**config.mk**
```make
export PLATFORM = sky130hd
export DESIGN_NAME = execute_branch_resolve
export DESIGN_NICKNAME = d
export VERILOG_FILES = /design/src/rtl/execute_branch_resolve.sv
export SDC_FILE = /design/constraint.sdc
export NUM_CORES = 1
export LEC_CHECK = 0
export CORE_UTILIZATION = 40
export CTS_CLUSTER_DIAMETER = 80
export DETAILED_ROUTE_END_ITERATION = 8
export HOLD_SLACK_MARGIN = 0.03
export MAX_ROUTING_LAYER = met4
export PLACE_DENSITY = 0.64
export RECOVER_POWER = 50
export SLEW_MARGIN = 20
export SYNTH_ARGS = -nofsm -noshare
export SYNTH_HDL_FRONTEND = slang
export SYNTH_SLANG_ARGS = --single-unit
```
**constraint.sdc**
```tcl
create_clock -name clk -period 7.6 [get_ports clk]
set_input_delay 0.76 -clock clk [delete_from_list [all_inputs] [get_ports clk]]
set_output_delay 0.76 -clock clk [all_outputs]
set_load 0.1 [all_outputs]
```
**src/rtl/execute_branch_resolve.sv**
```systemverilog
// rtl/execute_branch_resolve.sv - branch/jump resolution, mispredict flush, BHT and statistics
//
// Resolves conditional branches and jumps in the execute stage and compares the
// outcome with the fetch-time prediction. A mispredict produces a one-cycle
// registered flush carrying the correct next PC, then a shadow window during
// which execute-stage instructions are ignored. The block also owns the 2-bit
// branch history table that fetch reads, plus saturating statistics counters.
//
// Ports:
//   clk, rst          clock, synchronous active-high reset
//   ex_vld            execute stage holds a valid instruction
//   inst_branch       conditional branch
//   inst_jump         JAL/JALR, always taken, wins over inst_branch
//   funct3            branch condition
//   alu_dat_out       ALU result (difference for BEQ/BNE, compare result in bit 0 otherwise)
//   br_pred           fetch predicted taken
//   ex_pc, br_target  execute PC and computed taken target
//   fetch_pc          fetch PC for the BHT lookup
//   fetch_pred        BHT prediction for fetch_pc (combinational)
//   flush             one-cycle mispredict flush
//   redirect_pc       correct next PC, valid while flush is high
//   shadow            wrong-path suppression active
//   cnt_clr           synchronous clear of the statistics counters
//   br_cnt, mis_cnt   resolved / mispredicted counts, saturating

module execute_branch_resolve #(
    parameter int PC_W       = 32,
    parameter int DAT_W      = 32,
    parameter int BHT_DEPTH  = 64,
    parameter int SHADOW_CYC = 2,
    parameter int CNT_W      = 16
) (
    input  logic             clk,
    input  logic             rst,
    input  logic             ex_vld,
    input  logic             inst_branch,
    input  logic             inst_jump,
    input  logic [2:0]       funct3,
    input  logic [DAT_W-1:0] alu_dat_out,
    input  logic             br_pred,
    input  logic [PC_W-1:0]  ex_pc,
    input  logic [PC_W-1:0]  br_target,
    input  logic [PC_W-1:0]  fetch_pc,
    output logic             fetch_pred,
    output logic             flush,
    output logic [PC_W-1:0]  redirect_pc,
    output logic             shadow,
    input  logic             cnt_clr,
    output logic [CNT_W-1:0] br_cnt,
    output logic [CNT_W-1:0] mis_cnt
);

    localparam int IDX_W = $clog2(BHT_DEPTH);
    localparam int SH_W  = $clog2(SHADOW_CYC + 1);

    localparam logic [0:0] ST_IDLE   = 1'b0;
    localparam logic [0:0] ST_SHADOW = 1'b1;

    // Weakly not-taken: one taken outcome flips the prediction.
    localparam logic [1:0] BHT_INIT = 2'b01;

    logic [0:0]       state_q, state_d;
    logic [SH_W-1:0]  sh_cnt_q, sh_cnt_d;
    logic             flush_q, flush_d;
    logic [PC_W-1:0]  redirect_q, redirect_d;
    logic [CNT_W-1:0] br_cnt_q, br_cnt_d;
    logic [CNT_W-1:0] mis_cnt_q, mis_cnt_d;
    logic [1:0]       bht_q [BHT_DEPTH];
    logic [1:0]       bht_d [BHT_DEPTH];

    logic             in_shadow;
    logic             res;
    logic             act;
    logic             mis;
    logic             bht_upd;
    logic             alu_zero;
    logic [PC_W-1:0]  pc_plus4;
    logic [PC_W-1:0]  correct_pc;
    logic [IDX_W-1:0] ex_idx;
    logic [IDX_W-1:0] fetch_idx;

    // Upper/lower PC bits do not take part in the BHT index.
    logic             unused_pc_bits;
    assign unused_pc_bits = ^{fetch_pc[PC_W-1:2+IDX_W], fetch_pc[1:0]};

    assign in_shadow = (state_q == ST_SHADOW);
    assign res       = ex_vld & ~in_shadow & (inst_branch | inst_jump);
    assign alu_zero  = (alu_dat_out == '0);
    assign pc_plus4  = ex_pc + PC_W'(4);
    assign ex_idx    = ex_pc[2 +: IDX_W];
    assign fetch_idx = fetch_pc[2 +: IDX_W];

    always_comb begin
        act = 1'b0;
        if (inst_jump) begin
            act = 1'b1;
        end else begin
            case (funct3)
                3'b000:  act = alu_zero;
                3'b001:  act = ~alu_zero;
                3'b100,
                3'b110:  act = alu_dat_out[0];
                3'b101,
                3'b111:  act = ~alu_dat_out[0];
                default: act = 1'b0;
            endcase
        end
    end

    assign mis        = res & (act ^ br_pred);
    assign correct_pc = act ? br_target : pc_plus4;
    assign bht_upd    = res & inst_branch & ~inst_jump;

    // Control FSM: a mispredict loads the flush and the shadow window.
    always_comb begin
        state_d    = state_q;
        sh_cnt_d   = sh_cnt_q;
        flush_d    = 1'b0;
        redirect_d = redirect_q;
        case (state_q)
            ST_IDLE: begin
                if (mis) begin
                    state_d    = ST_SHADOW;
                    sh_cnt_d   = SH_W'(SHADOW_CYC);
                    flush_d    = 1'b1;
                    redirect_d = correct_pc;
                end
            end
            default: begin
                sh_cnt_d = sh_cnt_q - SH_W'(1);
                if (sh_cnt_q == SH_W'(1)) begin
                    state_d = ST_IDLE;
                end
            end
        endcase
    end

    // Only the entry of the resolving branch can change in a cycle.
    always_comb begin
        bht_d = bht_q;
        if (bht_upd) begin
            if (act) begin
                if (bht_q[ex_idx] != 2'b11) begin
                    bht_d[ex_idx] = bht_q[ex_idx] + 2'b01;
                end
            end else begin
                if (bht_q[ex_idx] != 2'b00) begin
                    bht_d[ex_idx] = bht_q[ex_idx] - 2'b01;
                end
            end
        end
    end

    // Clear wins over a same-cycle increment.
    always_comb begin
        br_cnt_d  = br_cnt_q;
        mis_cnt_d = mis_cnt_q;
        if (cnt_clr) begin
            br_cnt_d  = '0;
            mis_cnt_d = '0;
        end else begin
            if (res && (br_cnt_q != '1)) begin
                br_cnt_d = br_cnt_q + CNT_W'(1);
            end
            if (mis && (mis_cnt_q != '1)) begin
                mis_cnt_d = mis_cnt_q + CNT_W'(1);
            end
        end
    end

    always_ff @(posedge clk) begin
        if (rst) begin
            state_q    <= ST_IDLE;
            sh_cnt_q   <= '0;
            flush_q    <= 1'b0;
            redirect_q <= '0;
            br_cnt_q   <= '0;
            mis_cnt_q  <= '0;
            for (int i = 0; i < BHT_DEPTH; i++) begin
                bht_q[i] <= BHT_INIT;
            end
        end else begin
            state_q    <= state_d;
            sh_cnt_q   <= sh_cnt_d;
            flush_q    <= flush_d;
            redirect_q <= redirect_d;
            br_cnt_q   <= br_cnt_d;
            mis_cnt_q  <= mis_cnt_d;
            for (int i = 0; i < BHT_DEPTH; i++) begin
                bht_q[i] <= bht_d[i];
            end
        end
    end

    // Read returns the pre-update value when fetch and execute hit the same entry.
    assign fetch_pred  = bht_q[fetch_idx][1];
    assign flush       = flush_q;
    assign redirect_pc = redirect_q;
    assign shadow      = in_shadow;
    assign br_cnt      = br_cnt_q;
    assign mis_cnt     = mis_cnt_q;

endmodule

```
==> parameters.txt <==
Parameter                              Value

Die
  Width of the die    165.8 um
  Starting Density    40.95%
  Total Die Area    27490 um2
  Die outline height    165.8 um
  Number of rows in the core area    59
  Area inside the core boundary    26210 um2
  Count of boundary I/O pins    205

Pwr
  Switching portion of total power    31.18%
  Power share of the clock group    38.6%
  Static leakage    4.967 nW
  Net switching power    0.7455 mW
  Total power consumption of the routed design    2.391 mW
  Combinational share of power    17.3%
  Pwr/cell area    181.2 nW/um2
  Sequential share of power    44.1%
  Total internal power    1.646 mW
  Worst voltage drop across the vdd grid    0.1173 mV

CTS
  Post-cts hold buffer count    0
  Clock-pin slew of the registers on the worst-case setup and hold paths    70 ps
  Maximum root-to-sink buffer count    2
  Sinks on the clock net    196
  Worst-Skew Late Latency    450 ps
  TritonCTS clock tree    yes
  CTS-repair resized insts    0
  TritonCTS buffer count    17
  Post-CTS setup buffer count    0
  CTS Root Buffer Type    clkbuf_16
  H-tree level count    4

Drt
  Total number of vias    9486
  Post-route antenna net violation count    0
  Drt via density    5.735
  DRC Markers    30
  Pre-Repair DR Iteration Count    9
  Average wire per cell in the routed design    19.41 um
  Total wirelength of the detailed-routed design    32100 um
  DR iter-0 viols    932

Placement
  Detailed placement HPWL    22200 um
  Global placer's final weighted congestion    0.8941
  Port bufs    178

Final layout
  P&R area growth vs syn    22.95%
  Total Nets Final    1450
  Most common cell after layout, fill and taps aside    dfxtp_1
  N_diodes    0
  Most frequent cells in the layout    196 x dfxtp_1, 149 x mux2i_1, 144 x nor2_1, 106 x clkdlybuf4s50_1, 73 x nand2b_1
  Fraction of final layout cells sized beyond drive strength 1    9.022%
  Footprint of the multi-input gates    6306 um2
  Seq. cell area    3924 um2
  Number of fill cells    2472

Min path
  Type of the worst min-delay path    reg2reg

GRT
  Initial antenna violation count    0
  Vias in the first global route    9070
  First-pass GRT wire length    50920 um
  Remaining Overflow, GRT    0
  Global routing usage summed across all routing layers    24.07%
  Largest net degree at the start of global routing    107

Worst setup path
  Arrival time at the worst endpoint    4330 ps
  Maximum fanout encountered on the critical timing path    16
  Launch point of the critical path    fetch_pc[3]
  Slowest library cell on the worst path    clkdlybuf4s50_1
  Data required, critical path    6840 ps
  Capturing instance or port of the critical path    fetch_pred
  Flop-to-flop setup slack    3680 ps
  Worst R2R Path Depth    5
  Endpoint of the most critical register-to-register path    mis_cnt[14]
  Slowest stage delay, CP    1080 ps
  Critical setup path kind    in2out
  Sort of element at the end of the critical path    output port
  Startpoint class of the critical path    input pin
  Chain of cells forming the critical path    clkdlybuf4s50_1 > mux4_2 > mux4_2 > mux4_2 > clkdlybuf4s50_1
  Launch instance of the worst register-to-register path    shadow
  Library cell appearing most often on the critical path    mux4_2

Logic synthesis
  Post-Syn Area per Cell    9.127 um2
  Post-synth design cell area    10730 um2
  Synthesized instance count    1176
  Count of state elements after synthesis    196
  Total nets after synthesis    1320
  Count of flip-flops with a built-in enable after synthesis    0
  Sequential cell area fraction in the yosys report    36.56%
  Distinct cell type count of the synthesized netlist    68
  Fraction of registers with async set/reset    0%
  Ys Warns    0
  Post-synth top flop    dfxtp_1

Timing
  Final Hold Vio Count    0
  Sum of negative setup slack    0 ps
  Layout Skew    13.17 ps
  Total setup violations reported at the end of the flow    0
  Final clock period utilization by the worst path    66.97%
  Slew at the pin closest to its max-slew limit    2843 ps
  Final Slew Violations    24
  Unrepaired setup endpoints after global routing    no
  Headroom to the max-slew limit    -90.99%
  Fmax    0.1965 GHz
  Minimum period implied by the final worst setup slack    5090 ps

Status
  Result of the run    finished, violations left
  Violated checks    DRC, capacitance limit, slew limit

Job
  Count of maximum capacitance violations    1
[synthesized netlist by cell type (9+ instances only)]
library cell / n / area share [%]
dfxtp_1: 196 / 37
mux2i_1: 149 / 14
nor2_1: 144 / 5.0
nand2b_1: 74 / 4.3
nand2_1: 60 / 2.1
nand3_1: 59 / 2.8
nor3_1: 52 / 2.4
clkbuf_1: 37 / 1.3
o22ai_1: 34 / 2.0
buf_2: 33 / 1.5
xnor2_1: 31 / 2.5
mux4_2: 29 / 6.1
nand4_1: 29 / 1.7
inv_1: 21 / 0.73
xor2_1: 21 / 1.7
a22oi_1: 15 / 1.0
a21oi_1: 14 / 0.65
nor3_2: 13 / 1.2
nor4_1: 12 / 0.70
o31ai_1: 10 / 0.70
o21ai_0: 9 / 0.42
or3_1: 9 / 0.52
[per-stage QoR]
step	worst slack, ps	hold WS (ps)	util, %	area, um2	cells
4_1_cts	2544	484.1	50.50	13230	1654
3_5_place_dp	2285	472.5	48.25	12650	1622
6_report	2510	478.3	50.36	13200	1654
3_3_place_gp	2279	467.2	48.25	12650	1622
5_1_grt	2196	505.4	50.36	13200	1654
2_1_floorplan	3714	454.1	-	10730	1176
[worst max-delay path, delay by kind of cell]
family,cells,cell delay (ps)
mux,3,1480
buf+inv,2,2070
[power groups by stage]
stage               sequential, mW  clock [mW]  combinational, mW
finish                        1.05       0.924              0.413
detailed placement            1.08           0              0.418
floorplan                     1.18           0              0.171
global placement              1.08           0              0.417
global route                  1.06       0.988              0.434
CTS                           1.05       0.936              0.420
[layer usage]
layer / global-route usage, % / part of all wire (%) / vias up
met4: 7.924 / 2.2 / 0
met1: 32.16 / 45 / 4521
met3: 4.933 / 8.0 / 57
li1: - / - / 4522
met2: 36.27 / 45 / 386
met5: - / 0 / -
[cell type report]
| class | count | area share, % |
|---|---|---|
| flip-flops and latches | 196 | 29.73 |
| multi-input cells | 876 | 47.79 |
| inverters | 21 | 0.5973 |
| repair buffers | 194 | 14.25 |
| clock inverters | 14 | 1.204 |
| clock buffers | 18 | 3.252 |
| well taps | 335 | 3.176 |
[how the worst min path moves through the flow]
stage	to	slack (ps)	start	depth (start not counted)
CTS	redirect_pc[8]	480	redirect_pc[8]	2
finish	redirect_pc[5]	480	redirect_pc[5]	2
global placement	redirect_pc[8]	470	redirect_pc[8]	2
floorplan	bht_q[67]	450	bht_q[67]	2
global route	redirect_pc[7]	510	redirect_pc[7]	2
detailed placement	redirect_pc[8]	470	redirect_pc[8]	2
[cells by family (layout without fill, tap and decap cells)]
logic type | Yosys count | in the layout | synth area share [%]
AOI/OAI and AO/OA | 131 | 131 | 8.697
xor gates and xnor gates | 52 | 52 | 4.243
adders and majority gates | 6 | 6 | 0.6994
buffers and inverters | 104 | 247 | 4.442
DFF | 196 | 196 | 36.56
muxes | 185 | 185 | 20.72
and+or+nand+nor | 502 | 502 | 24.64
No activity file was read; power rests on OpenSTA's default activity.
